### src/rtl/fs_block_fetch.sv
// Block fetcher: copies one BLKxBLK block of S' samples from SRAM into one half of DPRAM0,
// walking Y, U, V blocks in raster order or fetching an arbitrary block on request.
module fs_block_fetch #(
  parameter int          Y_W    = 320,
  parameter int          UV_W   = 160,
  parameter int          IMG_H  = 240,
  parameter int          BLK    = 8,
  parameter logic [17:0] Y_BASE = 18'd76800,
  parameter logic [17:0] U_BASE = 18'd153600,
  parameter logic [17:0] V_BASE = 18'd192000,
  parameter int          RD_LAT = 3,
  parameter int          DP_AW  = 7
) (
  input  logic             CLOCK_50_I,
  input  logic             Reset,
  input  logic             FS_start,
  input  logic             FS_half,
  input  logic             FS_rand,
  input  logic [1:0]       FS_req_chan,
  input  logic [4:0]       FS_req_row,
  input  logic [5:0]       FS_req_col,
  output logic             FS_busy,
  output logic             FS_done,
  output logic             FS_err,
  output logic             FS_last,
  output logic [1:0]       FS_chan,
  output logic [17:0]      SRAM_address,
  input  logic [15:0]      SRAM_read_data,
  output logic [31:0]      FS_write_data,
  output logic [DP_AW-1:0] FS_write_address,
  output logic             FS_write_enable
);

  localparam int KW = DP_AW - 1;
  localparam int LB = $clog2(BLK);
  localparam logic [6:0] Y_CBN      = 7'(Y_W / BLK);
  localparam logic [6:0] UV_CBN     = 7'(UV_W / BLK);
  localparam logic [5:0] RBN        = 6'(IMG_H / BLK);
  localparam logic [5:0] Y_CB_LAST  = 6'(Y_W / BLK - 1);
  localparam logic [5:0] UV_CB_LAST = 6'(UV_W / BLK - 1);
  localparam logic [4:0] RB_LAST    = 5'(IMG_H / BLK - 1);

  typedef enum logic [1:0] {IDLE, ISSUE, DRAIN, DONE} state_t;

  state_t          state_q, state_d;
  logic            mode_q, mode_d;
  logic            half_q, half_d;
  logic            err_q, err_d;
  logic [1:0]      chan_q, chan_d;
  logic [4:0]      row_q, row_d;
  logic [5:0]      col_q, col_d;
  logic [KW-1:0]   k_q, k_d;
  logic [KW-1:0]   wrIdx_q, wrIdx_d;
  logic [RD_LAT:0] vld_q, vld_d;
  logic [17:0]     addr_q, addr_d;
  logic [1:0]      autoChan_q, autoChan_d;
  logic [4:0]      autoRow_q, autoRow_d;
  logic [5:0]      autoCol_q, autoCol_d;

  logic            vldIn;
  logic [1:0]      selChan;
  logic [4:0]      selRow;
  logic [5:0]      selCol;
  logic            selBad;
  logic [5:0]      autoColLast;

  function automatic logic [17:0] blkAddr(input logic [1:0] ch, input logic [4:0] row,
                                          input logic [5:0] col, input logic [KW-1:0] k);
    logic [17:0] base;
    logic [17:0] pitch;
    logic [17:0] line;
    base  = (ch == 2'd0) ? Y_BASE : (ch == 2'd1) ? U_BASE : V_BASE;
    pitch = (ch == 2'd0) ? 18'(Y_W) : 18'(UV_W);
    line  = 18'(row) * 18'(BLK) + 18'(k >> LB);
    return base + line * pitch + 18'(col) * 18'(BLK) + 18'(k & KW'(BLK - 1));
  endfunction

  always_comb begin
    selChan     = FS_rand ? FS_req_chan : autoChan_q;
    selRow      = FS_rand ? FS_req_row  : autoRow_q;
    selCol      = FS_rand ? FS_req_col  : autoCol_q;
    selBad      = (selChan == 2'd3) || ({1'b0, selRow} >= RBN) ||
                  ({1'b0, selCol} >= ((selChan == 2'd0) ? Y_CBN : UV_CBN));
    autoColLast = (autoChan_q == 2'd0) ? Y_CB_LAST : UV_CB_LAST;
  end

  always_comb begin
    state_d    = state_q;
    mode_d     = mode_q;
    half_d     = half_q;
    err_d      = err_q;
    chan_d     = chan_q;
    row_d      = row_q;
    col_d      = col_q;
    k_d        = k_q;
    addr_d     = addr_q;
    autoChan_d = autoChan_q;
    autoRow_d  = autoRow_q;
    autoCol_d  = autoCol_q;
    vldIn      = 1'b0;
    wrIdx_d    = vld_q[RD_LAT] ? wrIdx_q + 1'b1 : wrIdx_q;
    unique case (state_q)
      IDLE: begin
        if (FS_start) begin
          mode_d  = FS_rand;
          half_d  = FS_half;
          chan_d  = selChan;
          row_d   = selRow;
          col_d   = selCol;
          k_d     = '0;
          wrIdx_d = '0;
          // A rejected request skips the fetch entirely and reports through FS_err.
          err_d   = FS_rand && selBad;
          state_d = (FS_rand && selBad) ? DONE : ISSUE;
        end
      end
      ISSUE: begin
        addr_d = blkAddr(chan_q, row_q, col_q, k_q);
        vldIn  = 1'b1;
        k_d    = k_q + 1'b1;
        if (&k_q) state_d = DRAIN;
      end
      DRAIN: begin
        if (vld_q[RD_LAT] && (&wrIdx_q)) state_d = DONE;
      end
      DONE: begin
        state_d = IDLE;
        if (!mode_q) begin
          if (autoCol_q == autoColLast) begin
            autoCol_d = '0;
            if (autoRow_q == RB_LAST) begin
              autoRow_d  = '0;
              autoChan_d = (autoChan_q == 2'd2) ? 2'd0 : autoChan_q + 2'd1;
            end else begin
              autoRow_d = autoRow_q + 5'd1;
            end
          end else begin
            autoCol_d = autoCol_q + 6'd1;
          end
        end
      end
      default: state_d = IDLE;
    endcase
    // Each bit of vld tracks one issued address until its SRAM data arrives.
    vld_d = {vld_q[RD_LAT-1:0], vldIn};
  end

  always_ff @(posedge CLOCK_50_I) begin
    if (Reset) begin
      state_q    <= IDLE;
      mode_q     <= 1'b0;
      half_q     <= 1'b0;
      err_q      <= 1'b0;
      chan_q     <= 2'd0;
      row_q      <= '0;
      col_q      <= '0;
      k_q        <= '0;
      wrIdx_q    <= '0;
      vld_q      <= '0;
      addr_q     <= Y_BASE;
      autoChan_q <= 2'd0;
      autoRow_q  <= '0;
      autoCol_q  <= '0;
    end else begin
      state_q    <= state_d;
      mode_q     <= mode_d;
      half_q     <= half_d;
      err_q      <= err_d;
      chan_q     <= chan_d;
      row_q      <= row_d;
      col_q      <= col_d;
      k_q        <= k_d;
      wrIdx_q    <= wrIdx_d;
      vld_q      <= vld_d;
      addr_q     <= addr_d;
      autoChan_q <= autoChan_d;
      autoRow_q  <= autoRow_d;
      autoCol_q  <= autoCol_d;
    end
  end

  assign FS_busy          = (state_q != IDLE);
  assign FS_done          = (state_q == DONE);
  assign FS_err           = FS_done && err_q;
  assign FS_last          = FS_done && !err_q && (chan_q == 2'd2) &&
                            (row_q == RB_LAST) && (col_q == UV_CB_LAST);
  assign FS_chan          = chan_q;
  assign SRAM_address     = addr_q;
  assign FS_write_enable  = vld_q[RD_LAT];
  assign FS_write_address = {half_q, wrIdx_q};
  assign FS_write_data    = {16'd0, SRAM_read_data};

endmodule
### config.mk
export PLATFORM = sky130hd
export DESIGN_NAME = fs_block_fetch
export DESIGN_NICKNAME = d
export VERILOG_FILES = /design/src/rtl/fs_block_fetch.sv
export SDC_FILE = /design/constraint.sdc
export NUM_CORES = 1
export LEC_CHECK = 0
export ABC_AREA = 1
export CORE_MARGIN = 2
export CORE_UTILIZATION = 50
export DETAILED_ROUTE_END_ITERATION = 8
export PLACE_DENSITY_LB_ADDON = 0.3
export SYNTH_ARGS = -nofsm -noshare
export SYNTH_HDL_FRONTEND = slang
export SYNTH_SLANG_ARGS = --single-unit
export TNS_END_PERCENT = 20
### constraint.sdc
create_clock -name CLOCK_50_I -period 4.9 [get_ports CLOCK_50_I]
set_input_delay 0.735 -clock CLOCK_50_I [delete_from_list [all_inputs] [get_ports CLOCK_50_I]]
set_output_delay 0.735 -clock CLOCK_50_I [all_outputs]
set_load 0.01 [all_outputs]
==> out/summary.json <==
{
  "outcome": {
    "run_status": "completed"
  },
  "floorplanning": {
    "die_area_sq_um": 10310,
    "floorplan.initialDensity_pct": 51.50,
    "fp-row-count": 35,
    "pin_count": 98,
    "die_y_microns": 101.6,
    "placeableCoreArea_sq_um": 9240,
    "chipWidth_microns": 101.6
  },
  "detailed_routing": {
    "wire_length_on_met1_microns": 4667,
    "dr_wl_met2_microns": 5273,
    "post_drt_via_cell_ratio": 5.104,
    "pre_repair_dr_iteration_count": 5,
    "remaining_drc_errors": 0,
    "drt_wl_total_microns": 10500,
    "initialDrtViolationCount": 125,
    "highest_layer": "met4",
    "routed-via-count": 4160,
    "route.detailed.wl_per_inst_microns": 12.88,
    "met3RoutedLength_microns": 372,
    "final_antenna_net_count": 0
  },
  "sta": {
    "layout_min_cycle_time_ns": 4.351,
    "worstMarginPinSlew_ns": 0.8918,
    "final.period_utilization_pct": 88.81,
    "hold_viol_final": 0,
    "final_sum_of_negative_setup_slack_ns": 0,
    "report.final.setup_viol": 0,
    "clock-skew-final_ns": 0.01564,
    "rsz0062_at_grt": "no",
    "max_slew_margin_pct": 40.54,
    "fmaxAchievable_mhz": 229.8,
    "drv_slew": 0
  },
  "min_path": {
    "min_delay_path_depth": 2,
    "hold_path_end": "vld_q[1]",
    "hold_path_class": "register to register",
    "min_from": "vld_q[0]"
  },
  "grt": {
    "grt_pass1_vias": 4113,
    "maximum_number_of_pins_on_one_net_before_global_route_repair": 31,
    "first_pass_grt_wire_length_microns": 17800,
    "overflow": 0,
    "grt_antenna_before_repair": 0,
    "global_route_usage_over_all_layers_pct": 21.44
  },
  "logic_synthesis": {
    "synthesis.area_sq_um": 4758,
    "synth.yosys.seq_area_share_pct": 27.35,
    "ys_warn_count": 0,
    "asyncSetResetFlopFracSynth_pct": 0,
    "edff_count_synth": 0,
    "yosys.area.top_type": "dfxtp_1",
    "post_synth.cell_area_avg_sq_um": 7.309,
    "postSynth.topFlopCell": "dfxtp_1",
    "syn-instance-count": 651,
    "synthDominantCellAreaShare_pct": 27.35,
    "yosys_register_bits": 65,
    "synth.lib_cells_used.distinct": 44,
    "synth_top_cells_by_area": "dfxtp_1 27%, ha_1 14%, nand2_1 9.2%"
  },
  "finish": {
    "antenna-diode-count": 0,
    "most-common-layout-cells": "117 x nand2_1, 85 x inv_1, 78 x nor2_1",
    "most_common_cell_after_layout_fill_and_taps_aside": "nand2_1",
    "layout-drive-gt1-share_pct": 7.289,
    "final_net_count": 782,
    "flow.area_growth_from_synthesis_pct": 13.02,
    "fin_util_pct": 58.20
  },
  "worst_setup_path": {
    "worst_r2r_startpoint": "FS_chan[1]",
    "worst-setup-path-type": "register to register",
    "arrival_ns": 4.61,
    "r2r.worst_path.cells": 18,
    "worstSetupEndpointType": "register",
    "critical_path_required_ns": 5.16,
    "start_kind": "register",
    "r2r_setup_slack_ns": 0.55,
    "critical_path.max_fanout": 9,
    "worst_r2r_endpoint": "SRAM_address[15]"
  },
  "power": {
    "pwr_density_cell_nw_per_um2": 381.0,
    "switchingPower_uw": 823.0,
    "p_int_uw": 1226,
    "irDropWorstVdd_uv": 206.2,
    "power.combinational.fraction_pct": 43.7,
    "clock_power_share_pct": 22.9,
    "seqPwrFrac_pct": 33.4,
    "power.leakage_uw": 0.002601,
    "power.switching_fraction_pct": 40.16
  },
  "clock_network": {
    "cts.clk_slew.worst_paths_ns": 0.08,
    "cts.repair.resized": 0,
    "clock_insertion_delay_worst_skew_ns": 0.35,
    "cts.path.max_buffers": 2,
    "cts-htree-levels": 3,
    "cts_tree": "done",
    "clock_sink_count": 65,
    "clock_root_buffer": "clkbuf_8",
    "cts-buffers-inserted": 9,
    "hold_buffers": 0,
    "cts_post_setup_buffers_inserted": 0
  },
  "placed_design": {
    "port_buffers": 49,
    "post-dp-hpwl_microns": 8239,
    "gpl.final_weighted_congestion": 0.8641
  },
  "job": {
    "timing.max_cap.violations": 0
  }
}
## worst max-delay path by stage
stage               startpoint               end  slack, ns  depth (start not counted)
floorplan           FS_chan[1]  SRAM_address[13]       0.92                         17
global placement    FS_chan[1]  SRAM_address[16]       0.67                         19
detailed placement  FS_chan[1]  SRAM_address[16]       0.61                         17
CTS                 FS_chan[1]  SRAM_address[15]       0.61                         18
global route        FS_chan[1]  SRAM_address[15]       0.22                         19
finish              FS_chan[1]  SRAM_address[15]       0.55                         18
## kinds of logic after synthesis
logic type                 after synthesis  synth area share (%)
and+or+nand+nor                        270                 25.61
buffers and inverters                  146                 14.46
adders and majority gates               67                 19.98
DFF                                     65                 27.35
other                                    2                0.1578
AOI/OAI and AO/OA                       91                 10.60
xor gates and xnor gates                10                 1.841
## power groups by stage
stage          registers [uW]  logic, uW  clock network (uW)
2_1_floorplan             710        599                   0
3_3_place_gp              693        880                   0
3_5_place_dp              695        892                   0
4_1_cts                   684        896                 478
5_1_grt                   696       1030                 500
6_report                  684        896                 470
## layout make-up
type                       count  area (sq um)
clock buffer                  10         127.6
clock inverter                 6         72.57
fill                         883          3862
inverter                      94         357.8
multi-input combinational    458          2836
sequential                    65          1301
tap                          129         161.4
timing repair buffer          53         520.5
## registers in the layout, summed over array words and instances (netlist names)
register / count
err_q: 1
FS_chan: 2
autoRow_q: 5
vld_q: 4
mode_q: 1
half_q: 1
SRAM_address: 18
autoCol_q: 6
wrIdx_q: 6
state_q: 2
k_q: 6
autoChan_q: 2
row_q: 5
col_q: 6
## critical path, stage by stage, from the launching register on
cell and delay, ns:
dfxtp_1 0.37, nor2_2 0.30, inv_2 0.13, nand2_1 0.11, o21ai_0 0.10, ha_1 0.33
fa_1 0.51, fa_1 0.49, ha_1 0.32, fa_1 0.47, ha_1 0.38, nand2_1 0.10
nand2_1 0.07, a31oi_1 0.22, nand3_1 0.10, nand2_1 0.07, nand3_1 0.07, nand2_1 0.09
inv_1 0.04
## routing by layer
| metal | global-route usage (%) | vias up |
|---|---|---|
| li1 | - | 2096 |
| met1 | 25.07 | 1938 |
| met2 | 38.92 | 100 |
| met3 | 3.934 | 26 |
| met4 | 7.692 | 0 |
| met5 | 0 | - |
## stage by stage
step	setup WS [ns]	hold WS (ns)	instances	total power [uW]	cell area, sq um
4_1_cts	0.6078	0.4119	815	2058	5378
3_5_place_dp	0.6089	0.3972	799	1587	5177
5_1_grt	0.2152	0.4328	815	2222	5378
3_3_place_gp	0.6700	0.3997	799	1573	5177
6_report	0.5485	0.4092	815	2049	5378
2_1_floorplan	0.9168	0.3883	669	1309	4826
## cell usage after synthesis (2+ instances only)
library cell  count
nand2_1         117
inv_1            85
nor2_1           78
dfxtp_1          65
ha_1             52
nand3_1          36
buf_4            34
o21ai_0          34
a21oi_1          29
fa_1             15
clkbuf_1         11
nand4_1          11
o21ai_1           9
inv_2             8
nand2_2           7
xor2_1            7
a21oi_2           6
buf_2             6
nor3_1            4
o22ai_1           4
a31oi_1           3
xnor2_1           3
a211oi_1          2
conb_1            2
nand3b_1          2
nor3b_1           2
or2_1             2
No activity file was read; power rests on OpenSTA's default activity.
